<file path="src/rtl/bitmap_slot_allocator_if.sv">
// bitmap_slot_allocator_if: slot allocation and release handshakes
interface bitmap_slot_allocator_if #(parameter int INDEX_WIDTH = 3);
    logic                   alloc_valid;
    logic                   alloc_ready;
    logic [INDEX_WIDTH-1:0] alloc_index;
    logic                   free_valid;
    logic                   free_ready;
    logic [INDEX_WIDTH-1:0] free_index;
    logic                   free_error;
    modport master (
        input  alloc_valid, alloc_index, free_ready, free_error,
        output alloc_ready, free_valid, free_index
    );
    modport slave (
        output alloc_valid, alloc_index, free_ready, free_error,
        input  alloc_ready, free_valid, free_index
    );
endinterface

</file>
<file path="src/rtl/bitmap_slot_allocator.sv">
// bitmap_slot_allocator: hands out the lowest free slot index and recycles released ones
module bitmap_slot_allocator #(
    parameter int SLOT_COUNT  = 8,
    parameter int INDEX_WIDTH = 3,
    parameter int COUNT_WIDTH = 4
) (
    input  logic                   clock,
    input  logic                   reset_n,
    bitmap_slot_allocator_if.slave bus,
    output logic [SLOT_COUNT-1:0]  slot_map,
    output logic [COUNT_WIDTH-1:0] occupancy,
    output logic                   full,
    output logic                   empty
);
    logic                   loadable;
    logic                   free_ok;
    logic [INDEX_WIDTH-1:0] pick;
    logic [SLOT_COUNT-1:0]  reserve_mask;
    logic [SLOT_COUNT-1:0]  free_mask;
    assign full          = &slot_map;
    assign empty         = ~|slot_map;
    assign bus.free_ready = 1'b1;
    assign loadable      = ~bus.alloc_valid | bus.alloc_ready;
    assign reserve_mask  = (loadable && !full) ? (SLOT_COUNT'(1) << pick) : '0;
    // an out-of-range index shifts the one off the top, so it never matches a set bit
    assign free_mask     = SLOT_COUNT'(1) << bus.free_index;
    assign free_ok       = bus.free_valid && |(slot_map & free_mask) &&
                           !(bus.alloc_valid && bus.free_index == bus.alloc_index);
    // lowest clear bit of the registered bitmap
    always_comb begin
        pick = '0;
        for (int i = SLOT_COUNT - 1; i >= 0; i--) pick = slot_map[i] ? pick : INDEX_WIDTH'(i);
    end
    // population count of the bitmap
    always_comb begin
        occupancy = '0;
        for (int i = 0; i < SLOT_COUNT; i++) occupancy = occupancy + COUNT_WIDTH'(slot_map[i]);
    end
    // reserve into the holding register and apply releases at the same edge
    always_ff @(posedge clock or negedge reset_n) begin
        if (!reset_n) begin
            slot_map        <= '0;
            bus.alloc_valid <= 1'b0;
            bus.alloc_index <= '0;
            bus.free_error  <= 1'b0;
        end else begin
            slot_map       <= (slot_map | reserve_mask) & ~(free_ok ? free_mask : '0);
            bus.free_error <= bus.free_valid & ~free_ok;
            if (loadable) begin
                bus.alloc_valid <= ~full;
                if (!full) bus.alloc_index <= pick;
            end
        end
    end
endmodule

</file>
<file path="src/flat_wrapper.sv">
// flat-port wrapper written by rule: the top's interface ports become plain ports
module bitmap_slot_allocator_flat 
#(
    parameter int SLOT_COUNT  = 8,
    parameter int INDEX_WIDTH = 3,
    parameter int COUNT_WIDTH = 4
)
  (clock, reset_n, slot_map, occupancy, full, empty, bus_alloc_valid, bus_alloc_index, bus_free_ready, bus_free_error, bus_alloc_ready, bus_free_valid, bus_free_index);
  bitmap_slot_allocator_if #(.INDEX_WIDTH(INDEX_WIDTH)) bus_i ();
  input  logic clock;
  input  logic reset_n;
  output logic [SLOT_COUNT-1:0] slot_map;
  output logic [COUNT_WIDTH-1:0] occupancy;
  output logic full;
  output logic empty;
  output wire logic [$bits(bus_i.alloc_valid)-1:0] bus_alloc_valid;
  output wire logic [$bits(bus_i.alloc_index)-1:0] bus_alloc_index;
  output wire logic [$bits(bus_i.free_ready)-1:0] bus_free_ready;
  output wire logic [$bits(bus_i.free_error)-1:0] bus_free_error;
  input wire logic [$bits(bus_i.alloc_ready)-1:0] bus_alloc_ready;
  input wire logic [$bits(bus_i.free_valid)-1:0] bus_free_valid;
  input wire logic [$bits(bus_i.free_index)-1:0] bus_free_index;
  assign bus_alloc_valid = bus_i.alloc_valid;
  assign bus_alloc_index = bus_i.alloc_index;
  assign bus_free_ready = bus_i.free_ready;
  assign bus_free_error = bus_i.free_error;
  assign bus_i.alloc_ready = bus_alloc_ready;
  assign bus_i.free_valid = bus_free_valid;
  assign bus_i.free_index = bus_free_index;
  bitmap_slot_allocator #(.SLOT_COUNT(SLOT_COUNT), .INDEX_WIDTH(INDEX_WIDTH), .COUNT_WIDTH(COUNT_WIDTH)) u_core (.clock(clock), .reset_n(reset_n), .bus(bus_i), .slot_map(slot_map), .occupancy(occupancy), .full(full), .empty(empty));
endmodule
</file>
<file path="config.mk">
export PLATFORM = sky130hd
export DESIGN_NAME = bitmap_slot_allocator_flat
export DESIGN_NICKNAME = d
export VERILOG_FILES = /design/src/rtl/bitmap_slot_allocator_if.sv /design/src/rtl/bitmap_slot_allocator.sv /design/src/flat_wrapper.sv
export SDC_FILE = /design/constraint.sdc
export NUM_CORES = 1
export LEC_CHECK = 0
export CAP_MARGIN = 30
export CORE_AREA = 2 2 49 51
export CTS_CLUSTER_DIAMETER = 50
export DETAILED_ROUTE_END_ITERATION = 16
export DIE_AREA = 0 0 51 53
export PLACE_DENSITY_LB_ADDON = 0.08
export SYNTH_ARGS = -nofsm -noshare
export SYNTH_HDL_FRONTEND = slang
export SYNTH_SLANG_ARGS = --single-unit
export TNS_END_PERCENT = 20
</file>
<file path="constraint.sdc">
create_clock -name clock -period 3.5 [get_ports clock]
set_input_delay 0.35 -clock clock [delete_from_list [all_inputs] [get_ports clock]]
set_output_delay 0.35 -clock clock [all_outputs]
set_load 0.1 [all_outputs]
</file>
==> impl_metrics.toml, run 1 <==
[status]
status = "complete, no violations"

[floorplanning]
die_w_um = 51
core-area_um2 = 2148
start_util_pct = 44.85
ios = 27
rows = 17
dieArea_um2 = 2703
die_h_um = 53

[placement]
globalplace.congestion = 0.8506
dp_hpwl_um = 1858
io_buffer_count = 25
place_ws_ps = 121.3

[yosys]
syn_area_um2 = 963.4
syn_nets = 115
async_reset_ff_share_pct = 100.0
synth-edff-count = 0
yosysMostFrequentCell = "inv_1"
ys_types = 33
synth_top_area_cell = "dfrtp_1"
syn_inst = 100
ys_seq_area_share_pct = 33.77
synth_common_cells = "14 x inv_1, 13 x dfrtp_1, 7 x nand2_1, 7 x nor2b_1, 6 x a31oi_1"
synth_area_leaders = "dfrtp_1 34%, fa_1 8.3%, inv_1 5.5%"
yosysTopAreaCellShare_pct = 33.77
yosys_most_used_dff = "dfrtp_1"
yosys_warnings = 0
syn_avg_cell_area_um2 = 9.634
synth_seq_cells = 13

[cts]
clock_path_buffers = 2
clk-insertion-delay-late_ps = 280
cts_tree = "yes"
holdBufCountCts = 0
clock_sinks = 13
ctsHtreeMaxLevel = 1
cts_root_buf = "clkbuf_4"
cts_buffers = 3
clkTransAtPathRegs_ps = 80

[critical_path]
crit_path_start_kind = "flip-flop"
crit_type = "reg -> out"
r2r-end = "u_core.slot_map[0]"
cp_max_fo = 3
crit_path_end_kind = "output pin"
r2r_start = "u_core.slot_map[5]"
reg2reg_slack_ps = 1670
rr_worst_depth = 4
arrival_ps = 3050
required_ps = 3150

[timing]
fmax_mhz = 293.7
rsz0062_at_grt = "true"
hold_viol = 0
skew_ps = 4.412
finalSetupViolCount = 0
slew_headroom_pct = 32.75
period_share_pct = 97.29
worstMarginPinSlew_ps = 1006
min_period_ps = 3405
fin_ws_ps = 95.02
drv_slew = 0

[drt]
drc = 0
totalWireLength_um = 2368
drtIter0Drc = 14
drt_first_pass_iters = 4
ant_nets = 0
wl_per_cell_um = 15.18
vias_per_cell = 5.506
via_count = 859

[global_routing]
grt.overflow.total = 0
grt_pass1_vias = 796
met3_usage_pct = 5.367
use_met1_pct = 28.24
grt_max_degree = 14
gr-usage-met2_pct = 30.52
busiest_layer = "met2"
grt_util_all_layers_pct = 19.93
grt_pass1_wl_um = 3857
antenna_found_initial = 0

[min_path]
hold_class = "in -> async"

[layout]
multi_input_area_um2 = 590.6
area_delta_synth_final_pct = 40.52
layout-drive-gt1-share_pct = 21.09
nNetsFinal = 144
register_area_um2 = 325.3
fillers = 205
insertedDiodeCount = 0

[job]
maxCapViolations = 0
[metrics by stage]
stage / cells / hold WS, ps / TNS (ps) / instance area, µm² / utilization, %
after floorplan: 100 / 54.41 / -2148 / 988.4 / -
after global placement: 150 / 503.4 / 0 / 1294 / 60.22
after detailed placement: 150 / 516.8 / 0 / 1294 / 60.22
after CTS: 156 / 454.7 / 0 / 1341 / 62.43
after global routing: 156 / 483.4 / -17.54 / 1354 / 63.02
final: 156 / 436.4 / 0 / 1354 / 63.02
[critical path, stage by stage (launching register included)]
cell     delay, ps
dfrtp_1        370
inv_2           70
ha_4           260
inv_2           30
fa_1           490
fa_1           430
fa_2           380
fa_2           390
xnor2_4        170
buf_12         190
[registers in the layout, indices dropped and copies added (netlist names)]
| signal | count |
|---|---|
| u_core.bus.alloc_index | 3 |
| u_core.slot_map | 8 |
| u_core.bus.alloc_valid | 1 |
| u_core.bus.free_error | 1 |
[placed cells by master (no fill, tap or decap), types with 2 or more instances in the layout]
cell type        netlist  final
clkdlybuf4s50_1        0     19
dfrtp_1               13     13
inv_1                 14     10
nor2b_1                7      7
nand2_1                7      7
buf_4                  1      7
a31oi_1                6      6
inv_2                  0      4
nor2_1                 4      4
mux2i_1                4      4
a41oi_1                4      4
buf_12                 0      4
xnor2_1                4      3
a21oi_1                3      3
ha_1                   4      3
clkbuf_4               0      3
nand4_1                2      2
o21a_1                 2      2
o21ai_0                2      2
fa_1                   4      2
fa_2                   0      2
[worst max-delay path by stage]
stage          slack [ps]                from      endpoint
4_1_cts                50  u_core.slot_map[0]  occupancy[1]
5_1_grt               -20  u_core.slot_map[0]  occupancy[2]
3_5_place_dp          120  u_core.slot_map[0]  occupancy[2]
3_3_place_gp          210  u_core.slot_map[0]  occupancy[2]
6_report              100  u_core.slot_map[0]  occupancy[2]
2_1_floorplan        -700  u_core.slot_map[0]  occupancy[2]
[kinds of logic after synthesis]
group                    share of synthesized area (%)
buffers and inverters                            9.350
flip-flops                                       33.77
adder cells (fa/ha/maj)                          13.51
other                                           0.3892
multiplexers                                     6.494
XOR/XNOR                                         3.636
AO/OA/AOI/OAI                                    19.74
AND/OR/NAND/NOR                                  13.12
[per-layer routing]
metal  wire length, µm  share of wire, %
met3               169               7.1
met2              1136                48
met5                 0                 0
met4                29               1.2
met1              1032                44
[timing repair]
item / CTS / global route
gates resized for setup: 2 / 5
setup buffers: 2 / 0
setup endpoints to repair: 2 / 2
pin swaps: 0 / 0
[cell type report]
type | instances | area share (%)
Clock buffer | 3 | 1.664
Clock inverter | 1 | 0.3697
Inverter | 14 | 3.882
Multi-Input combinational cell | 67 | 43.62
Sequential cell | 13 | 24.03
Tap cell | 28 | 2.588
Timing Repair Buffer | 30 | 23.84
Power of run 1 is not shown: default switching activity piles up to over one toggle a cycle in this logic, so the estimate is an artifact.
==> run 2: changes to the inputs <==
Settings changed: SETUP_SLACK_MARGIN from default to 0.02.
==> results of run 2 <==
Same layout as run 1: the final DEF is identical, and so are final timing and power.
Power of run 2 is left out for the same reason.
